===== config.mk =====
export PLATFORM = sky130hd
export DESIGN_NAME = decoder_scan_unit
export DESIGN_NICKNAME = d
export VERILOG_FILES = /design/src/rtl/decoder_scan_unit.sv
export SDC_FILE = /design/constraint.sdc
export NUM_CORES = 1
export LEC_CHECK = 0
export BUFFER_PORTS_ARGS = -buffer_cell sky130_fd_sc_hd__buf_4
export CAP_MARGIN = 15
export CORE_MARGIN = 4
export CORE_UTILIZATION = 56
export CTS_BUF_LIST = sky130_fd_sc_hd__clkbuf_2
export DETAILED_ROUTE_END_ITERATION = 8
export GPL_ROUTABILITY_DRIVEN = 1
export PLACE_DENSITY = 0.82
export SLEW_MARGIN = 20
export SYNTH_ARGS = -nofsm -noshare
export SYNTH_HDL_FRONTEND = slang
export SYNTH_SLANG_ARGS = --single-unit

===== constraint.sdc =====
create_clock -name clk -period 2.2 [get_ports clk]
set_input_delay 0.44 -clock clk [delete_from_list [all_inputs] [get_ports clk]]
set_output_delay 0.44 -clock clk [all_outputs]
set_load 0.05 [all_outputs]

===== src/rtl/decoder_scan_unit.sv =====
`default_nettype none
// +----------------------------------------------------------------------------+
// | decoder_scan_unit                                                          |
// | Registered SEL_W-to-2^SEL_W one-hot decoder with direct and scan modes.    |
// | Revision: 1.0                                                              |
// +----------------------------------------------------------------------------+
module decoder_scan_unit #(
    parameter int SEL_W = 5,
    parameter int DWELL = 1
) (
    input  logic                    clk,
    input  logic                    reset_n,
    input  logic                    enabled,
    input  logic                    mode,
    input  logic [SEL_W-1:0]        select_bits,
    input  logic                    start,
    input  logic [SEL_W-1:0]        scan_last,
    output logic [(2**SEL_W)-1:0]   returnVal,
    output logic [SEL_W-1:0]        index,
    output logic                    busy,
    output logic                    done
);

    localparam int OUT_W = 2**SEL_W;
    localparam logic [OUT_W-1:0] c_one        = {{(OUT_W-1){1'b0}}, 1'b1};
    localparam logic [7:0]       c_dwell_last = 8'(DWELL - 1);

    typedef enum logic [0:0] {
        ST_IDLE = 1'b0,
        ST_SCAN = 1'b1
    } state_t;

    state_t             r_state;
    logic [OUT_W-1:0]   r_return_val;
    logic [SEL_W-1:0]   r_index;
    logic [SEL_W-1:0]   r_last;
    logic [7:0]         r_dwell_cnt;
    logic               r_busy;
    logic               r_done;

    state_t             w_state_nxt;
    logic [OUT_W-1:0]   w_return_val_nxt;
    logic [SEL_W-1:0]   w_index_nxt;
    logic [SEL_W-1:0]   w_last_nxt;
    logic [7:0]         w_dwell_cnt_nxt;
    logic               w_busy_nxt;
    logic               w_done_nxt;

    always_ff @(posedge clk or negedge reset_n) begin
        if (!reset_n) begin
            r_state      <= ST_IDLE;
            r_return_val <= '0;
            r_index      <= '0;
            r_last       <= '0;
            r_dwell_cnt  <= '0;
            r_busy       <= 1'b0;
            r_done       <= 1'b0;
        end else begin
            r_state      <= w_state_nxt;
            r_return_val <= w_return_val_nxt;
            r_index      <= w_index_nxt;
            r_last       <= w_last_nxt;
            r_dwell_cnt  <= w_dwell_cnt_nxt;
            r_busy       <= w_busy_nxt;
            r_done       <= w_done_nxt;
        end
    end

    always_comb begin
        w_state_nxt      = r_state;
        w_return_val_nxt = r_return_val;
        w_index_nxt      = r_index;
        w_last_nxt       = r_last;
        w_dwell_cnt_nxt  = r_dwell_cnt;
        w_busy_nxt       = r_busy;
        w_done_nxt       = 1'b0;

        case (r_state)
            ST_IDLE: begin
                w_index_nxt     = '0;
                w_busy_nxt      = 1'b0;
                w_dwell_cnt_nxt = '0;
                if (!enabled) begin
                    w_return_val_nxt = '0;
                end else if (!mode) begin
                    w_return_val_nxt = c_one << select_bits;
                end else if (start) begin
                    w_last_nxt       = scan_last;
                    w_return_val_nxt = c_one;
                    w_busy_nxt       = 1'b1;
                    w_state_nxt      = ST_SCAN;
                end else begin
                    w_return_val_nxt = '0;
                end
            end

            ST_SCAN: begin
                if (!enabled) begin
                    // Abort: no done pulse, straight back to idle.
                    w_return_val_nxt = '0;
                    w_index_nxt      = '0;
                    w_busy_nxt       = 1'b0;
                    w_dwell_cnt_nxt  = '0;
                    w_state_nxt      = ST_IDLE;
                end else if (r_dwell_cnt == c_dwell_last) begin
                    w_dwell_cnt_nxt = '0;
                    if (r_index == r_last) begin
                        w_return_val_nxt = '0;
                        w_index_nxt      = '0;
                        w_busy_nxt       = 1'b0;
                        w_done_nxt       = 1'b1;
                        w_state_nxt      = ST_IDLE;
                    end else begin
                        w_index_nxt      = r_index + 1'b1;
                        w_return_val_nxt = r_return_val << 1;
                    end
                end else begin
                    w_dwell_cnt_nxt = r_dwell_cnt + 8'd1;
                end
            end

            default: begin
                w_state_nxt = ST_IDLE;
            end
        endcase
    end

    assign returnVal = r_return_val;
    assign index     = r_index;
    assign busy      = r_busy;
    assign done      = r_done;

endmodule
`default_nettype wire


=== Word-level counts from Yosys, hierarchy flattened ===
Index checks and enable logic that the tools add are counted.

* Add/subtract/negate cells: 2
* Equality and inequality tests: 3
* Shift operators: 1
* Mux-type cells: 29
* Bitwise gates (word level): 1
* Reductions and logical operators: 3

{| class="wikitable"
|+ Operators with widths
! operator !! number
|-
| $mux 32 || 5
|-
| $pmux 32 s2 || 1
|-
| $shl 1x5->32 const A || 1
|-
| $mux 8 || 2
|-
| $pmux 8 s2 || 1
|-
| $mux 5 || 3
|-
| $mux 1 || 14
|-
| $pmux 5 s2 || 1
|-
| $add 8x1->8 const B || 1
|-
| $logic_not 8->1 || 1
|-
| $ne 3x2->1 const B || 2
|-
| $add 5x1->5 const B || 1
|-
| $eq 5x5->1 || 1
|-
| $pmux 1 s2 || 2
|-
| $reduce_and 4->1 || 1
|-
| $reduce_and 2->1 || 1
|-
| $not 1->1 || 1
|}

* Register bits: 53
* Input port bits: 15
* Output and inout bits: 39
* Logic and storage cells: 46

=== Longest topological paths before layout ===
Gate-level depths: netlist of run 1.

* Depth after elaboration: 5
* Mapped depth: 8
* Mapped depth without buffers: 6

=== Least setup slack after synthesis of run 1 ===
OpenSTA, ideal clock, no wires.

* Path kind: register to register
* Start: register r_index[1] (netlist: index[1])
* End: register r_return_val[5] (netlist: returnVal[5])
* Library setup time: 0.126 ns
* Data arrival time: 1.648 ns
* Required time: 2.074 ns
* Setup slack: 0.426 ns
* Stages on the path, launching flop included: 6
* Buffers on the path: 1
* Period minus slack after synthesis: 1.774 ns
* Cell sequence: dfrtp_1 xor2_1 nor3_2 a211oi_4 buf_6 a221o_1

* Longest elaborated chain between the ends: 5

{| class="wikitable"
|+ Ends and longest elaborated chain
! item !! RTL line !! text
|-
| from (decl) || 35 || <nowiki>logic [SEL_W-1:0] r_index;</nowiki>
|-
| from (signal assigned) || 61 || <nowiki>r_index <= w_index_nxt;</nowiki>
|-
| $eq 5x5->1 || 107 || <nowiki>if (r_index == r_last) begin</nowiki>
|-
| $mux 32 || 107 ||
|-
| $mux 32 || 105 || <nowiki>end else if (r_dwell_cnt == c_dwell_last) begin</nowiki>
|-
| $mux 32 || 98 || <nowiki>if (!enabled) begin</nowiki>
|-
| $pmux 32 s2 || 78 || <nowiki>case (r_state)</nowiki>
|-
| to (signal assigned) || 60 || <nowiki>r_return_val <= w_return_val_nxt;</nowiki>
|-
| to (decl) || 34 || <nowiki>logic [OUT_W-1:0] r_return_val;</nowiki>
|}

Every way passes these cells. The select of a mux whose other input is x is not followed.
A chain may end at the register's enable or synchronous reset.

=== Worst setup path after layout of run 1 ===
* Start: register r_dwell_cnt[1]
* End: register r_return_val[2] (netlist: returnVal[2])

* Longest elaborated chain between the ends: 2

{| class="wikitable"
|+ Ends and longest elaborated chain
! item !! RTL line !! text
|-
| from (decl) || 37 || <nowiki>logic [7:0] r_dwell_cnt;</nowiki>
|-
| from (signal assigned) || 63 || <nowiki>r_dwell_cnt <= w_dwell_cnt_nxt;</nowiki>
|-
| $logic_not 8->1 || 105 ||
|-
| $ne 3x2->1 (no source line) || -- ||
|}

Every way passes these cells.

==> results.toml, run 1 <==
[setup_path]
crit_path_max_fanout = 30
cp.arrival_ps = 2320
cp-end-kind = "flip-flop"
crit_slowest_cell = "dfrtp_1"
timing.critical_path.required_ps = 2580
critPathMaxStageDelay_ps = 490
crit_buf_inv = 2
cp_cell_sequence = "inv_1, ha_1, nor4b_4, nand2_2, a211oi_4, buf_4, a221o_1"
crit_family = "flip-flops"
critPathLaunchType = "flip-flop"
critPathKind = "flip-flop to flip-flop"

[timing]
slew_viol_final = 0
final.setup_skew_ps = 35.4
slew_headroom = 0.573
fmax_ghz = 0.516
worst-slew-pin-transition_ps = 641
fin_crit_ps = 1940
fin_tns_setup_ps = 0
finalHoldViolCount = 0
fin_crit_sh = 0.881
setup_violations = 0
rsz0062_at_grt = "false"

[synth]
synth_edf_count = 0
synth_flop_cell = "dfrtp_1"
synth_cell_types = 39
synthesis.area_sq_um = 2490
yosys-top-cells-area = "dfrtp_1 (53%), a221o_1 (11%), nor2_1 (5.1%)"
async_reset_ff_frac = 1.00
yosysTopAreaCell = "dfrtp_1"
synth_seq_area_share = 0.533
yosys_warnings = 0
synth_area_per_cell_sq_um = 11.5
synth_cells = 216
ys_ff_latch = 53
synth_top_area_share = 0.533
syn_nets = 234

[finish]
layout.cells.most_common = "buf_4"
fin_nets = 286
mostFrequentLayoutCells = "buf_4 (55), dfrtp_1 (53), nor2_1 (34), a221o_1 (28), nand3_1 (13)"
n_antenna_cell = 0
final_cells = 319
syn2layout_area_growth_pct = 19.2
drive_gt1_frac = 0.297

[placement]
place.gp.congestion = 0.805
hpwl_mm = 3.66
dp_cells = 310
portBuffers = 53

[global_route]
antenna_found_initial = 0
grt_pass1_wl_mm = 8.86
track_usage = 0.207
grt_max_degree = 54
grt-ovfl-total = 0
grt_pass1_vias = 1873

[drt]
wl_per_cell_um = 16.4
vias = 1890
via_per_inst = 5.92
drc = 0
drtIter0Drc = 136
drtAntennaViolNets = 0
firstDrtPassIters = 4
wirelength_mm = 5.23

[cts]
clockBufferDepth = 2
clk_transition_reported_paths_ps = 260
cts_setup_buffers = 0
clk_latency_ps = 460
tritoncts.num_buffers = 5
cts_tree = "done"
h-tree-depth = 2
root_buffer = "clkbuf_2"
cts.sinks = 53

[floorplan]
pin_count = 54
die_x_um = 74.7
start_util = 0.601
die_y_um = 74.7
rows = 23
coreArea_sq_um = 4140
dieArea_sq_um = 5570

[power]
p_int_mw = 1.28
ir_drop_uv = 532
power.density_nw_per_um2 = 587
power_switching_uw = 457
combinationalPowerShare = 0.116
swShare = 0.263
p_leak_nw = 1.43
seq_power_share = 0.594
p_clk_frac = 0.291

[run]
maxCapViolations = 0

[hold_path]
hold_class = "input pin to flip-flop"

[status]
status = "completed"
cell families (layout without fill, tap and decap cells):
family | after synthesis | count (layout) | synth area share
and+or+nand+nor | 84 | 84 | 0.183
DFF | 53 | 53 | 0.533
AOI/OAI and AO/OA | 44 | 44 | 0.163
buffers and inverters | 14 | 67 | 0.0352
xor gates and xnor gates | 12 | 12 | 0.0422
muxes | 6 | 6 | 0.0287
adders and majority gates | 3 | 3 | 0.0151
power groups by stage:
stage | sequential (mW) | combinational (mW) | clock (mW)
floorplan | 1.07 | 0.113 | 0
global placement | 1.05 | 0.196 | 0
detailed placement | 1.05 | 0.202 | 0
CTS | 1.03 | 0.204 | 0.524
global route | 1.04 | 0.220 | 0.557
finish | 1.03 | 0.201 | 0.506
per-layer routing:
metal | share of wire | vias up | global-route usage
li1 | - | 902 | -
met1 | 0.44 | 914 | 0.279
met2 | 0.48 | 68 | 0.339
met3 | 0.072 | 6 | 0.0467
met4 | 0.011 | 0 | 0.0613
met5 | 0 | - | 0
path summary, 6_finish.rpt:
path                                 from              to  slack (ps)  cells past startpoint
setup / recovery           r_dwell_cnt[1]    returnVal[2]         260                      7
hold / removal               scan_last[0]       r_last[0]         200                      2
setup reg to reg           r_dwell_cnt[1]    returnVal[2]         260                      7
hold reg to reg              returnVal[5]    returnVal[6]         540                      1
max in group asynchronous         reset_n  r_dwell_cnt[2]        1240                      2
min in group asynchronous         reset_n   returnVal[28]         500                      2
layout make-up:
class                   count  area, sq um
flip-flops and latches     53         1330
repair buffers             56          423
multi-input cells         149         1070
clock inverters             2         38.8
clock buffers               6         30.0
fillers                   322         1180
inverters                   3         11.3
well taps                  50         62.6
repair_timing:
item	CTS	global route
hold buffers	1	0
gates resized for setup	0	0
endpoints found under the hold margin	43	0
metrics by stage:
step / utilization / total power, mW / cell area (sq um) / setup WS (ps) / hold WS [ps]
2_1_floorplan: - / 1.18 / 2490 / 426 / 144
3_3_place_gp: 0.697 / 1.24 / 2890 / 368 / 504
3_5_place_dp: 0.697 / 1.25 / 2890 / 323 / 507
4_1_cts: 0.716 / 1.76 / 2970 / 266 / 181
5_1_grt: 0.716 / 1.82 / 2970 / 51.9 / 182
6_report: 0.716 / 1.74 / 2970 / 262 / 204
state kept, by name, summed over array words and instances (netlist names):
name / count
returnVal: 32
r_dwell_cnt: 8
index: 5
r_last: 5
busy: 1
done: 1
r_state: 1
synth_stat cells (4+ instances only):
library cell / n
nand2b_1: 6
buf_6: 4
nor3_1: 5
nand3_1: 13
mux2_2: 5
a221o_1: 28
buf_2: 4
nand2_1: 8
dfrtp_1: 53
xor2_1: 11
a32oi_1: 4
nor2_1: 34
worst reg2reg max path, delay by kind of cell, from the launching register on:
kind                     cells  cell delay, ps
flip-flops                   1             490
AO/OA/AOI/OAI                2             430
AND/OR/NAND/NOR              2             420
buffers and inverters        2             410
adder cells (fa/ha/maj)      1             140
No activity file was read; power rests on OpenSTA's default activity.
==> inputs of run 2 (changes only) <==
--- a/config.mk
+++ b/config.mk
@@ -8,11 +8,11 @@
 export BUFFER_PORTS_ARGS = -buffer_cell sky130_fd_sc_hd__buf_4
 export CAP_MARGIN = 15
 export CORE_MARGIN = 4
-export CORE_UTILIZATION = 56
+export CORE_UTILIZATION = 60
 export CTS_BUF_LIST = sky130_fd_sc_hd__clkbuf_2
 export DETAILED_ROUTE_END_ITERATION = 8
 export GPL_ROUTABILITY_DRIVEN = 1
-export PLACE_DENSITY = 0.82
+export PLACE_DENSITY = 0.87
 export SLEW_MARGIN = 20
 export SYNTH_ARGS = -nofsm -noshare
 export SYNTH_HDL_FRONTEND = slang
==> constraint.sdc (replaced) <==
create_clock -name clk -period 2.3 [get_ports clk]
set_input_delay 0.46 -clock clk [delete_from_list [all_inputs] [get_ports clk]]
set_output_delay 0.46 -clock clk [all_outputs]
set_load 0.05 [all_outputs]
==> run 2 against run 1 <==
  * The run now ends with negative hold slack left
  * Clock power is 32% lower
  * Non-clock buffer count decreased by 1
  * Routed wire length fell by 3.7%
  * Clock skew decreased by 26 ps
  * Sequential share of layout area grew 0.65 points
  * Critical endpoint unchanged
==> results.toml, run 2 (same netlist as run 1, synthesis figures left out) <==
[status]
status = "finished with violations"
violations = "negative hold slack"

[setup_path]
crit_path_max_fanout = 27
cp_cell_sequence = "inv_1, ha_1, nor4b_4, a21oi_2, buf_4, a221o_1"
critPathLaunchType = "flip-flop"
critPathMaxStageDelay_ps = 510
cp-end-kind = "flip-flop"
critPathKind = "flip-flop to flip-flop"
cp.arrival_ps = 2450
crit_slowest_cell = "a21oi_2"
timing.critical_path.required_ps = 2680

[global_route]
antenna_found_initial = 0
grt_pass1_vias = 1827
grt_pass1_wl_mm = 8.97
grt_max_degree = 54
grt-ovfl-total = 0
track_usage = 0.219

[finish]
final_cells = 317
stdcell_area_sq_um = 2920
utilization = 0.731
largest_register_ffs = 32
drive_gt1_frac = 0.292
n_antenna_cell = 0
syn2layout_area_growth_pct = 17.5
fin_nets = 285
layout.cells.most_common = "buf_4"
mostFrequentLayoutCells = "buf_4 (55), dfrtp_1 (53), nor2_1 (34), a221o_1 (28), nand3_1 (13)"

[placement]
dp_slack_ps = 323
hpwl_mm = 3.55
place.gp.congestion = 0.833
portBuffers = 53
place_area_sq_um = 2890
dp_cells = 310

[floorplan]
dieArea_sq_um = 5240
pin_count = 54
start_util = 0.622
die_x_um = 72.4
rows = 23
coreArea_sq_um = 4000
die_y_um = 72.4

[drt]
drtIter0Drc = 195
vias = 1890
wl_per_cell_um = 15.9
firstDrtPassIters = 4
via_per_inst = 5.96
drtAntennaViolNets = 0
wirelength_mm = 5.04
drc = 0

[power]
power_switching_uw = 420
ir_drop_uv = 402
swShare = 0.276
p_leak_nw = 1.41
p_int_mw = 1.10
power.density_nw_per_um2 = 520
p_total_mw = 1.52
p_clk_frac = 0.227
seq_power_share = 0.649
combinationalPowerShare = 0.124

[cts]
root_buffer = "clkbuf_2"
cts-resized-gates = 0
cts_hold_buf = 0
clk_transition_reported_paths_ps = 250
clockBufferDepth = 2
tritoncts.num_buffers = 5
cts_tree = "done"
cts.sinks = 53
clk_latency_ps = 420
h-tree-depth = 2
cts_setup_buffers = 0

[timing]
setup_violations = 0
fin_tns_setup_ps = 0
holdWs_ps = -3.91
worst-slew-pin-transition_ps = 634
fin_crit_ps = 2070
slew_headroom = 0.577
fin_crit_sh = 0.901
rsz0062_at_grt = "false"
slew_viol_final = 0
final.setup_skew_ps = 9.62
fmax_ghz = 0.483
finalHoldViolCount = 3
fin_ws_ps = 229

[hold_path]
hold_class = "input pin to async pin"

[run]
maxCapViolations = 0
==> run 2: cell types whose count changed in the layout (fill, tap and decap cells not counted) <==
cell / previous run / this run
clkinv_1: 0 / 1
dlygate4sd3_1: 1 / 0
bufinv_16: 1 / 0
clkinv_4: 1 / 0
clkinvlp_4: 0 / 1
clkbuf_2: 6 / 5
==> run 2: final timing paths <==
kind | slack (ps) | endpoint | startpoint | depth (start not counted)
setup / recovery | 230 | returnVal[2] | r_dwell_cnt[0] | 6
min in group clk | 250 | r_last[0] | scan_last[0] | 2
setup reg to reg | 230 | returnVal[2] | r_dwell_cnt[0] | 6
max in group asynchronous | 1870 | index[2] | reset_n | 1
hold / removal | -4 | returnVal[28] | reset_n | 1
hold reg to reg | 560 | r_last[0] | r_last[0] | 1
==> run 2: critical path: cells and delay by family, from the launching register on <==
kind	cells	cell delay, ps
AOI/OAI and AO/OA	2	720
DFF	1	490
buffers and inverters	2	450
adders and majority gates	1	210
and+or+nand+nor	1	150
==> run 2: metal layers <==
layer / global-route usage / wire length (um)
met1: 0.318 / 2240
met2: 0.334 / 2390
met3: 0.0485 / 347
met4: 0.0635 / 53
met5: 0 / 0
==> run 2: layout make-up <==
class	instances	area [sq um]
clock buffers	5	25.0
clock inverters	2	11.3
fillers	291	1080
inverters	3	11.3
multi-input cells	149	1070
flip-flops and latches	53	1330
well taps	50	62.6
repair buffers	55	413
==> run 2: power groups by stage <==
stage	clock, mW	combinational [mW]	sequential (mW)
after detailed placement	0	0.191	1.00
after floorplan	0	0.108	1.02
after CTS	0.357	0.192	0.988
after global placement	0	0.186	1.00
final	0.346	0.188	0.988
after global routing	0.393	0.212	0.993
